## config.mk

```make
export PLATFORM = sky130hd
export DESIGN_NAME = midi_parser
export DESIGN_NICKNAME = d
export VERILOG_FILES = /design/src/rtl/midi_pkg.sv /design/src/rtl/midi_status_decode.sv /design/src/rtl/midi_parser.sv
export SDC_FILE = /design/constraint.sdc
export NUM_CORES = 1
export LEC_CHECK = 0
export CORE_MARGIN = 5
export CORE_UTILIZATION = 49
export DETAILED_ROUTE_END_ITERATION = 6
export GPL_TIMING_DRIVEN = 0
export PLACE_DENSITY = 0.8
export SYNTH_ARGS = -nofsm -noshare
export SYNTH_HDL_FRONTEND = slang
export SYNTH_SLANG_ARGS = --single-unit
```

## constraint.sdc

```tcl
create_clock -name CLK -period 2.3 [get_ports CLK]
set_clock_uncertainty 0.05 [all_clocks]
set_input_delay 0.345 -clock CLK [delete_from_list [all_inputs] [get_ports CLK]]
set_output_delay 0.345 -clock CLK [all_outputs]
set_load 0.05 [all_outputs]
```

## src/rtl/midi_pkg.sv

```systemverilog
// Shared MIDI constants, event/state encodings and message-length helper
// for the MIDI receive parser and future MIDI-thru filter.
package midi_pkg;

    localparam logic [3:0] NOTE_OFF = 4'h8;
    localparam logic [3:0] NOTE_ON  = 4'h9;
    localparam logic [3:0] POLY_AT  = 4'hA;
    localparam logic [3:0] CC       = 4'hB;
    localparam logic [3:0] PROGRAM  = 4'hC;
    localparam logic [3:0] CH_AT    = 4'hD;
    localparam logic [3:0] BEND     = 4'hE;

    localparam logic [7:0] SYS_EX    = 8'hF0;
    localparam logic [7:0] SYS_EOX   = 8'hF7;
    localparam logic [7:0] SYS_RESET = 8'hFF;

    typedef enum logic [2:0] {
        EV_NONE     = 3'd0,
        EV_NOTE_OFF = 3'd1,
        EV_NOTE_ON  = 3'd2,
        EV_PROGRAM  = 3'd3,
        EV_CC       = 3'd4,
        EV_BEND     = 3'd5
    } ev_type_t;

    typedef enum logic [2:0] {
        ST_IDLE  = 3'd0,
        ST_DATA1 = 3'd1,
        ST_DATA2 = 3'd2,
        ST_SKIP1 = 3'd3,
        ST_SKIP2 = 3'd4,
        ST_SYSEX = 3'd5
    } state_t;

    // Program change and channel pressure carry one data byte, all others two.
    function automatic logic msg_two_byte(input logic [3:0] nib);
        return !(nib == PROGRAM || nib == CH_AT);
    endfunction

endpackage

```

## src/rtl/midi_status_decode.sv

```systemverilog
// Combinational channel-voice status decoder: accept/skip decision,
// data-byte count and event type for one status byte.
module midi_status_decode
    import midi_pkg::*;
#(
    parameter int NUM_CH  = 16,
    parameter int EN_CC   = 1,
    parameter int EN_BEND = 1
) (
    input  logic [7:0]        stat,
    input  logic [NUM_CH-1:0] ch_en,
    output logic              accept,
    output logic              two_byte,
    output ev_type_t          ev_type
);

    logic [15:0] en16;
    logic        type_en;

    // Zero-extension makes channels >= NUM_CH read as disabled.
    assign en16 = 16'(ch_en);

    always_comb begin
        type_en = 1'b0;
        ev_type = EV_NONE;
        case (stat[7:4])
            NOTE_OFF: begin type_en = 1'b1;          ev_type = EV_NOTE_OFF; end
            NOTE_ON:  begin type_en = 1'b1;          ev_type = EV_NOTE_ON;  end
            CC:       begin type_en = (EN_CC != 0);   ev_type = EV_CC;       end
            PROGRAM:  begin type_en = 1'b1;          ev_type = EV_PROGRAM;  end
            BEND:     begin type_en = (EN_BEND != 0); ev_type = EV_BEND;     end
            POLY_AT, CH_AT: type_en = 1'b0;
            default:  type_en = 1'b0;
        endcase
    end

    assign two_byte = msg_two_byte(stat[7:4]);
    assign accept   = type_en && en16[stat[3:0]];

endmodule

```

## src/rtl/midi_parser.sv

```systemverilog
// MIDI receive parser: running status, SysEx skipping, real-time transparency,
// emits one assembled channel-voice event per complete message.
module midi_parser
    import midi_pkg::*;
#(
    parameter int NUM_CH      = 16,
    parameter int VEL0_IS_OFF = 1,
    parameter int EN_CC       = 1,
    parameter int EN_BEND     = 1
) (
    input  logic              CLK,
    input  logic              RST,
    input  logic              CE,
    input  logic [NUM_CH-1:0] CH_EN,
    input  logic [7:0]        DATA,
    input  logic              DV,
    output logic              EV_VALID,
    output logic [2:0]        EV_TYPE,
    output logic [3:0]        EV_CH,
    output logic [6:0]        EV_D1,
    output logic [6:0]        EV_D2,
    output logic [2:0]        STATUS
);

    state_t     state, next_state;
    logic [7:0] run_status;
    ev_type_t   run_type;
    logic [6:0] d1;

    logic       dec_accept, dec_two;
    ev_type_t   dec_type;
    logic       run_two;
    logic       set_run, clr_run, latch_d1, emit;
    ev_type_t   ev_type_nxt;
    logic [6:0] ev_d1_nxt, ev_d2_nxt;

    midi_status_decode #(
        .NUM_CH  (NUM_CH),
        .EN_CC   (EN_CC),
        .EN_BEND (EN_BEND)
    ) u_dec (
        .stat     (DATA),
        .ch_en    (CH_EN),
        .accept   (dec_accept),
        .two_byte (dec_two),
        .ev_type  (dec_type)
    );

    assign run_two = msg_two_byte(run_status[7:4]);

    always_ff @(posedge CLK) begin
        if (RST)
            state <= ST_IDLE;
        else if (CE)
            state <= next_state;
    end

    always_comb begin
        next_state = state;
        set_run    = 1'b0;
        clr_run    = 1'b0;
        latch_d1   = 1'b0;
        emit       = 1'b0;
        if (!(state inside {ST_IDLE, ST_DATA1, ST_DATA2, ST_SKIP1, ST_SKIP2, ST_SYSEX})) begin
            next_state = ST_IDLE;
        end else if (DV) begin
            if (DATA == SYS_RESET) begin
                next_state = ST_IDLE;
                clr_run    = 1'b1;
            end else if (DATA[7:3] == 5'b11111) begin
                // Real-time bytes pass through without disturbing the message.
            end else if (DATA[7] && DATA[7:4] != 4'hF) begin
                set_run    = 1'b1;
                next_state = dec_accept ? ST_DATA1 : (dec_two ? ST_SKIP1 : ST_SKIP2);
            end else if (DATA == SYS_EX) begin
                next_state = ST_SYSEX;
                clr_run    = 1'b1;
            end else if (DATA[7]) begin
                // F1..F7, including SYS_EOX which ends a SysEx dump.
                next_state = ST_IDLE;
                clr_run    = 1'b1;
            end else begin
                case (state)
                    ST_DATA1: begin
                        latch_d1 = 1'b1;
                        if (run_two) begin
                            next_state = ST_DATA2;
                        end else begin
                            emit       = 1'b1;
                            next_state = ST_DATA1;
                        end
                    end
                    ST_DATA2: begin
                        emit       = 1'b1;
                        next_state = ST_DATA1;
                    end
                    ST_SKIP1: next_state = ST_SKIP2;
                    ST_SKIP2: next_state = run_two ? ST_SKIP1 : ST_SKIP2;
                    default:  next_state = state;
                endcase
            end
        end
    end

    always_comb begin
        ev_type_nxt = run_type;
        ev_d1_nxt   = d1;
        ev_d2_nxt   = DATA[6:0];
        if (state == ST_DATA1) begin
            ev_d1_nxt = DATA[6:0];
            ev_d2_nxt = 7'd0;
        end else if (VEL0_IS_OFF != 0 && run_type == EV_NOTE_ON && DATA[6:0] == 7'd0) begin
            ev_type_nxt = EV_NOTE_OFF;
        end
    end

    always_ff @(posedge CLK) begin
        if (RST) begin
            run_status <= 8'd0;
            run_type   <= EV_NONE;
            d1         <= 7'd0;
            EV_VALID   <= 1'b0;
            EV_TYPE    <= 3'd0;
            EV_CH      <= 4'd0;
            EV_D1      <= 7'd0;
            EV_D2      <= 7'd0;
        end else begin
            EV_VALID <= 1'b0;
            if (CE) begin
                if (set_run) begin
                    run_status <= DATA;
                    run_type   <= dec_type;
                end else if (clr_run) begin
                    run_status <= 8'd0;
                    run_type   <= EV_NONE;
                end
                if (latch_d1)
                    d1 <= DATA[6:0];
                if (emit) begin
                    EV_VALID <= 1'b1;
                    EV_TYPE  <= ev_type_nxt;
                    EV_CH    <= run_status[3:0];
                    EV_D1    <= ev_d1_nxt;
                    EV_D2    <= ev_d2_nxt;
                end
            end
        end
    end

    assign STATUS = state;

endmodule

```

==> impl_metrics.csv <==
group,metric,value,unit
global_route,antenna_found_initial,0,
critical_path,crit_path_max_fanout,10,
routing,drt_iter0_drc,175,
synthesis,synthTopCellsByArea,"dfxtp_1 40%, mux2i_1 7.6%, nor2_1 5.7%",
timing,finalHoldViolations,0,
critical_path,criticalPathCategory,"in -> reg",
routing,wire_per_inst,16.1,µm
routing,routed_via_density,5.76,
power_and_ir_drop,total_power,1.65,mW
synthesis,synth_top_area_frac,0.398,
synthesis,synth-warning-count,0,
routing,vias,2052,
layout,fin_cells,356,
critical_path,cp.arrival,2.34,ns
cts,clockBufferDepth,2,
synthesis,ys_ff_latch,42,
place,portBuffers,48,
cts,clock-sinks,42,
floorplan,core,0.00409,mm²
synthesis,ys_seq_area_frac,0.398,
place,placed_area,0.00266,mm²
timing,rsz0062_at_grt,"no",
timing,drv_slew,0,
routing,drt_wl_total,5.73,mm
power_and_ir_drop,peakVddDrop,0.471,mV
critical_path,startpoint_type,"primary input",
place,hpwlAfterDp,4.03,mm
power_and_ir_drop,power_density,590,mW/mm²
timing,period_share,0.943,
cts,ctsHoldBuffers,0,
layout,drive_above_1_share,0.0980,
layout,antenna_cells,0,
timing,period_needed,2.17,ns
timing,max_slew_margin,0.601,
place,dpl.cell_count,348,
cts,numCtsBuffers,5,
cts,ctsResizeCount,0,
flow_run,max-cap-violations,0,
timing,setup_viol,0,
global_route,grt_pass1_wl,9.50,mm
layout,area_growth,32.2,%
layout,nets,333,
synthesis,ys.flop_type,"dfxtp_1",
floorplan,die_h,75.7,µm
floorplan,io_pins,53,
synthesis,synth_cells,250,
synthesis,syn_nets,278,
global_route,grt_max_degree,15,
floorplan,die_width,75.7,µm
floorplan,rows,23,
cts,post_cts_buffers,0,
min_path,hold_path.class,"in -> reg",
power_and_ir_drop,power.leakage,0.987,nW
cts,cts_tree,"done",
place,gp_congestion,0.865,
cts,h-tree-depth,2,
synthesis,syn_area_per_cell,8.46,µm²
timing,max_freq,461,MHz
synthesis,synth.largest_area_cell,"dfxtp_1",
cts,clk_pin_slew,0.08,ns
timing,tightest_slew,0.594,ns
routing,dr.pass1.iters,4,
critical_path,required,2.48,ns
layout,layout.cell_area.non_filler,0.00280,mm²
floorplan,dieArea,0.00573,mm²
synthesis,ys_top_cells_by_count,"42 x dfxtp_1, 32 x nor2_1, 27 x nand2_1",
floorplan,initial_core_util,0.517,
status,status,"finished clean",
routing,ant_nets,0,
synthesis,synth_cell_types,48,
cts,cts_root_buffer,"clkbuf_8",
critical_path,r2r_setup_slack,0.30,ns
global_route,grtUsageTotal,0.218,
synthesis,synth_most_common_cell,"dfxtp_1",
synthesis,netlist_area,0.00211,mm²
routing,drc,0,
critical_path,setup.worst_path.end_class,"flip-flop",
global_route,grt_pass1_vias,1986,
global_route,grt-ovfl-total,0,
synthesis,synth_edf_count,0,
synthesis,synthArstFlopShare,0,
cts,worst_skew_pair.late_latency,0.30,ns
## metal layers
metal  track usage  routed length, µm  vias up
met1         0.290               2590      967
li1              -                  -      994
met3        0.0501                370        9
met5             0                  0        -
met4        0.0699                 77        0
met2         0.353               2690       82
## path summary, 6_finish.rpt
path | from | endpoint | cells after the start
max | DATA[6] | STATUS[1] | 7
min | DATA[5] | d1[5] | 3
min reg2reg | EV_D2[2] | EV_D2[2] | 2
max reg2reg | STATUS[1] | EV_TYPE[2] | 6
## area by class of cell
type,count,area [µm²]
Buffer,24,124
Multi-Input combinational cell,180,1130
Clock inverter,3,68.8
Inverter,4,15.0
Clock buffer,5,68.8
Tap cell,50,62.6
Fill cell,359,1290
Timing Repair Buffer,48,480
Sequential cell,42,841
## sequential cells by signal, indices dropped and copies added (netlist names)
signal	cells
EV_D1	7
run_status	7
d1	7
EV_VALID	1
EV_TYPE	3
STATUS	3
run_type	3
EV_CH	4
EV_D2	7
## where the power goes
group	leakage, nW	switching [mW]	total [mW]	internal, mW
combinational	0.579	0.115	0.208	0.0926
sequential	0.339	0.00653	0.743	0.736
clock	0.0683	0.263	0.698	0.435
## cells in the final DEF (no fill, tap or decap), types with 2 or more instances in the layout
cell,netlist,final
nor2b_1,4,4
o21ai_0,4,4
nand4_1,2,2
buf_6,2,2
dfxtp_1,42,42
clkbuf_1,12,12
a211oi_1,8,8
buf_2,6,6
nor2_1,32,32
nand3_1,11,11
nor4_1,3,3
nor4b_1,2,2
nand2_1,27,27
o211ai_1,2,2
clkdlybuf4s50_1,0,48
mux2_2,4,4
or4_1,2,2
nor3_1,4,4
xor2_1,2,2
nand2b_1,3,3
a21oi_1,22,22
a22oi_1,9,9
buf_4,3,3
bufinv_16,0,2
mux2i_1,16,16
clkbuf_8,0,5
inv_1,4,4
## critical path: stages
cell,delay [ns]
clkdlybuf4s50_1,0.49
clkbuf_1,0.37
a21boi_0,0.17
o31ai_1,0.13
nor4b_1,0.13
or4_1,0.55
a21oi_1,0.16
## through the flow
stage,setup TNS [ns],hold WS (ns),util,setup slack [ns]
floorplan,0,0.382,-,0.178
CTS,0,0.292,0.684,0.172
detailed placement,-1.14,0.394,0.650,-0.118
finish,0,0.293,0.684,0.132
global route,0,0.314,0.684,0.00751
global placement,-0.858,0.393,0.650,-0.115
## cell families after synthesis
group                  share of synthesized area
AO/OA/AOI/OAI                              0.188
AND/OR/NAND/NOR                            0.237
buffers and inverters                     0.0657
flip-flops                                 0.398
multiplexers                               0.104
XOR/XNOR                                 0.00829
No activity file was read; power rests on OpenSTA's default activity.
